==> src/rtl/mac_fp16_feeder.sv <==
// mac_fp16_feeder: operand sequencer for the FP16 MAC stage.
// Buffers (A, B, last) pairs from a valid/ready stream and launches one pair
// per cycle onto the MAC inputs. It clears the MAC before each vector, waits
// out the MAC pipeline latency after the last pair, and returns the final
// accumulator value on a result handshake.
//
// Ports:
//   clk, rst_n                clock, asynchronous active-low reset
//   in_valid/in_ready         input pair handshake
//   in_a, in_b, in_last       FP16 operands and end-of-vector marker
//   mac_a, mac_b              registered operands to the MAC
//   mac_rst                   registered active-high MAC clear
//   mac_acc                   MAC accumulator output
//   res_valid/res_ready       result handshake
//   res_data                  captured accumulator value
//   busy                      high in CLEAR, DRAIN and HOLD
module mac_fp16_feeder #(
  parameter int unsigned LATENCY    = 7,
  parameter int unsigned CLR_CYCLES = 5,
  parameter int unsigned FIFO_DEPTH = 4
) (
  input  logic        clk,
  input  logic        rst_n,
  input  logic        in_valid,
  output logic        in_ready,
  input  logic [15:0] in_a,
  input  logic [15:0] in_b,
  input  logic        in_last,
  output logic [15:0] mac_a,
  output logic [15:0] mac_b,
  output logic        mac_rst,
  input  logic [15:0] mac_acc,
  output logic        res_valid,
  input  logic        res_ready,
  output logic [15:0] res_data,
  output logic        busy
);

  localparam int unsigned PTR_W = $clog2(FIFO_DEPTH);
  localparam int unsigned CNT_W = $clog2(FIFO_DEPTH + 1);
  localparam int unsigned TMR_MAX = (LATENCY > CLR_CYCLES) ? LATENCY : CLR_CYCLES;
  localparam int unsigned TMR_W = $clog2(TMR_MAX + 1);

  typedef struct packed {
    logic        last;
    logic [15:0] a;
    logic [15:0] b;
  } pair_t;

  typedef enum logic [1:0] {
    S_CLEAR,
    S_FEED,
    S_DRAIN,
    S_HOLD
  } state_t;

  state_t           state;
  logic [TMR_W-1:0] timer;

  pair_t            mem [FIFO_DEPTH];
  logic [PTR_W-1:0] wr_ptr;
  logic [PTR_W-1:0] rd_ptr;
  logic [CNT_W-1:0] count;
  logic [CNT_W-1:0] count_nxt_c;
  logic             push_c;
  logic             pop_c;
  logic             empty_c;
  pair_t            head_c;

  // in_ready is a register that always mirrors !full, so a pop never lets a
  // full FIFO accept in the same cycle.
  assign push_c  = in_valid && in_ready;
  assign empty_c = (count == '0);
  assign pop_c   = (state == S_FEED) && !empty_c;
  assign head_c  = mem[rd_ptr];

  // Occupancy after this edge.
  always_comb begin
    count_nxt_c = count;
    unique case ({push_c, pop_c})
      2'b10:   count_nxt_c = count + CNT_W'(1);
      2'b01:   count_nxt_c = count - CNT_W'(1);
      default: count_nxt_c = count;
    endcase
  end

  // FIFO storage; contents need no reset, pointers guard validity.
  always_ff @(posedge clk) begin
    if (push_c) begin
      mem[wr_ptr] <= '{last: in_last, a: in_a, b: in_b};
    end
  end

  // FIFO pointers, occupancy and registered ready.
  always_ff @(posedge clk or negedge rst_n) begin
    if (!rst_n) begin
      wr_ptr   <= '0;
      rd_ptr   <= '0;
      count    <= '0;
      in_ready <= 1'b0;
    end else begin
      if (push_c) wr_ptr <= wr_ptr + PTR_W'(1);
      if (pop_c)  rd_ptr <= rd_ptr + PTR_W'(1);
      count    <= count_nxt_c;
      in_ready <= (count_nxt_c != CNT_W'(FIFO_DEPTH));
    end
  end

  // Sequencer: clear MAC, feed a vector, wait out latency, hold result.
  always_ff @(posedge clk or negedge rst_n) begin
    if (!rst_n) begin
      state     <= S_CLEAR;
      timer     <= TMR_W'(CLR_CYCLES);
      mac_a     <= '0;
      mac_b     <= '0;
      mac_rst   <= 1'b1;
      res_valid <= 1'b0;
      res_data  <= '0;
      busy      <= 1'b1;
    end else begin
      // Zero operands whenever nothing is launched; a zero product is a no-op.
      mac_a <= '0;
      mac_b <= '0;
      unique case (state)
        S_CLEAR: begin
          if (timer == TMR_W'(1)) begin
            mac_rst <= 1'b0;
            busy    <= 1'b0;
            state   <= S_FEED;
          end else begin
            timer <= timer - TMR_W'(1);
          end
        end
        S_FEED: begin
          if (pop_c) begin
            mac_a <= head_c.a;
            mac_b <= head_c.b;
            if (head_c.last) begin
              timer <= TMR_W'(LATENCY);
              busy  <= 1'b1;
              state <= S_DRAIN;
            end
          end
        end
        S_DRAIN: begin
          if (timer == TMR_W'(1)) begin
            res_data  <= mac_acc;
            res_valid <= 1'b1;
            state     <= S_HOLD;
          end else begin
            timer <= timer - TMR_W'(1);
          end
        end
        S_HOLD: begin
          if (res_ready) begin
            res_valid <= 1'b0;
            timer     <= TMR_W'(CLR_CYCLES);
            mac_rst   <= 1'b1;
            state     <= S_CLEAR;
          end
        end
        default: begin
          state   <= S_CLEAR;
          timer   <= TMR_W'(CLR_CYCLES);
          mac_rst <= 1'b1;
          busy    <= 1'b1;
        end
      endcase
    end
  end

endmodule

==> config.mk <==
export PLATFORM = sky130hd
export DESIGN_NAME = mac_fp16_feeder
export DESIGN_NICKNAME = d
export VERILOG_FILES = /design/src/rtl/mac_fp16_feeder.sv
export SDC_FILE = /design/constraint.sdc
export NUM_CORES = 1
export LEC_CHECK = 0
export BUFFER_PORTS_ARGS = -buffer_cell sky130_fd_sc_hd__buf_2
export CORE_MARGIN = 4
export CORE_UTILIZATION = 56
export DETAILED_ROUTE_END_ITERATION = 12
export PLACE_DENSITY = 0.78
export SLEW_MARGIN = 25
export SYNTH_ARGS = -nofsm -noshare
export SYNTH_HDL_FRONTEND = slang
export SYNTH_SLANG_ARGS = --single-unit
==> constraint.sdc <==
create_clock -name clk -period 3.2 [get_ports clk]
set_clock_uncertainty 0.1 [all_clocks]
set_input_delay 0.64 -clock clk [delete_from_list [all_inputs] [get_ports clk]]
set_output_delay 0.64 -clock clk [all_outputs]
set_load 0.01 [all_outputs]
==> run metrics <==
CTS tree done; top cell type by total area after synthesis edfxtp_1; RSZ-0062 raised after global routing false; crit path time final about 2.3 ns; reg2reg start state[1]; grt total ovfl 0; routed len/inst 19.4 um; clk sink count about 200; Synth top area share between 50% and 60%; Worst setup EP type register; PD cells 946 nW/um2; H-tree depth 4; Tot Pwr about 0.0081 W; final slew viol count 0; # fillers 868; Final Hold Fails 0; number of port buffers roughly 100; CP Class register to register; top cells by area, synth edfxtp_1 54%, dfrtp_1 21%, mux4_2 10%; DRT iter0 DRCs a little under 200; main combinational cell family by area after synthesis multiplexers; Clock Pin Slew Worst Setup and Hold Paths roughly 0.07 ns; layout cells sized above 1 between 40% and 50%; synth warn 0; first-pass GRT wire length 20.5 mm; LEAKAGE around 3.5 nW; Hold WC Path Type input pin to asynchronous set/reset pin; Clock Tree Buf Depth 2; Setup TNS 0 ns; Via-to-Cell Ratio ~5.5; Final nets ~540; commonest cells after routing, fill and taps aside 132 x edfxtp_1, 103 x buf_2, 58 x dfrtp_1; Reg2Reg Depth 10; CP startpoint kind register; GRT Total Usage 18.6%; Worst-Margin Slew around 0.94 ns; CTS buffer count 17; post-synthesis compound-gate area fraction roughly 1.1%; multi-input combinational cell area about 1600 um2; Mapped Cells approximately 370; multiplexer area fraction after synthesis roughly 13%; worst endpoint required time 3.40 ns; commonest non-fill, non-tap cell in the layout edfxtp_1; Max FO, Critical Path 4; final setup violating endpoints 0; Simple-Gate Fraction of Synth Area ~4.9%; outcome finished, final reports clean; Final Util roughly two thirds; R2R Path End in_ready; # hold bufs at CTS 0; post-CTS sizing 0; ANT nets after route 0; largest net degree at the start of global routing 65; worst hold margin 0.204 ns; register area ~5600 um2; number of distinct library cells after synthesis 32; Peak VDD IR around 0.51 mV; RD Place Congestion ~0.81; Rel. slew slack 37.5%; # Post-CTS Setup Buffers 0; Worst-Skew Late Latency 0.42 ns; Worst Setup EP in_ready; DP HPWL between 7 and 8 mm; initial antenna violation count 1; register area share after synthesis ~76%; Netlist Area Pre-Place around 7300 um2; Core Region about 13,000 um2; Die Area about 15,000 um2; pre-CTS setup slack a little under 0.9 ns; reg-to-reg setup timing slack 0.90 ns; antenna cells 0; Die H 122 um; adder-cell share of the synthesized area ~2.2%; Root Buffer clkbuf_16; final setup margin ~0.9 ns; vias in the first global route 3,940; Max Cap Violations 0; drt first pass iters 4; critical path startpoint state[1]; Ports approximately 110; Vias about 3,700; xor/xnor cell area share of the yosys netlist 0.719%; mean area per synthesized cell ~20 um2; fmax around 440 MHz; DRT Wirelength 12.9 mm; Starting Density ~57%; Synth Register Bits around 200; synthesized net count around 430; FP Rows 41; final period utilization just over 70%; die span in x ~120 um; DRC viols 0; Arr. time, crit path approximately 2.5 ns; synth-to-layout area growth 17.7%
==> worst min-delay path by stage <==
stage | start | endpoint | slack, ns
floorplan | rst_n | count[0] | 0.24
global placement | count[2] | count[2] | 0.37
detailed placement | res_data[6] | res_data[6] | 0.39
CTS | rst_n | res_data[2] | 0.23
global route | rst_n | res_data[2] | 0.29
finish | rst_n | res_data[2] | 0.20
==> kinds of logic after synthesis <==
logic type	Yosys count
AOI/OAI and AO/OA	12
xor gates and xnor gates	6
adders and majority gates	12
buffers and inverters	26
DFF	196
muxes	54
and+or+nand+nor	63
==> layout make-up <==
| class | instances | share of cell area [%] |
|---|---|---|
| clock inverter | 13 | 1.85 |
| multi-input combinational | 147 | 19.0 |
| clock buffer | 19 | 5.03 |
| tap | 172 | 2.50 |
| sequential | 196 | 64.8 |
| inverter | 9 | 0.393 |
| timing repair buffer | 108 | 6.43 |
==> metrics by stage <==
step	cells	instance area [um2]
after floorplan	369	7310
after global placement	632	8010
after detailed placement	632	8010
after CTS	664	8600
after global routing	664	8600
final	664	8600
==> registers in the layout, summed over array words and instances, names as in the netlist <==
register,flops
busy,1
count,3
in_ready,1
mac_a,16
mac_b,16
mac_rst,1
mem,132
rd_ptr,2
res_data,16
res_valid,1
state,2
timer,3
wr_ptr,2
==> worst max-delay path, cell delays in order, from the launching register on <==
cell     delay (ns)
dfrtp_1        0.41
inv_1          0.11
ha_1           0.18
and2_1         0.19
ha_1           0.20
inv_1          0.06
fa_1           0.38
xor2_1         0.15
nor2_1         0.11
xor2_1         0.21
nand2_1        0.08
==> per-layer routing <==
metal / global-route usage, % / part of all wire [%] / wire, um
met3: 5.39 / 7.4 / 946
met5: 0 / 0.093 / 12
met4: 6.09 / 1.0 / 129
met2: 31.0 / 52 / 6660
met1: 23.9 / 40 / 5120
==> Yosys cell counts, drive strengths merged <==
cell type  number
edfxtp        132
dfrtp          60
and3           36
mux4           33
mux2           19
clkbuf         11
ha             11
nand2          10
inv             9
nor2            7
buf             6
a21oi           4
dfstp           4
o21ai           3
or4             3
xnor2           3
xor2            3
mux2i           2
nand2b          2
or3             2
a21boi          1
a31oi           1
and2            1
and4            1
fa              1
nor2b           1
o211a           1
o21bai          1
o2bb2ai         1
==> power by group <==
part	internal, W	switching (W)
combinational	0.00110	0.00123
sequential	0.00345	0.000276
clock	0.00123	0.000868
total	0.00577	0.00237
(Power assumes the default switching activity.)
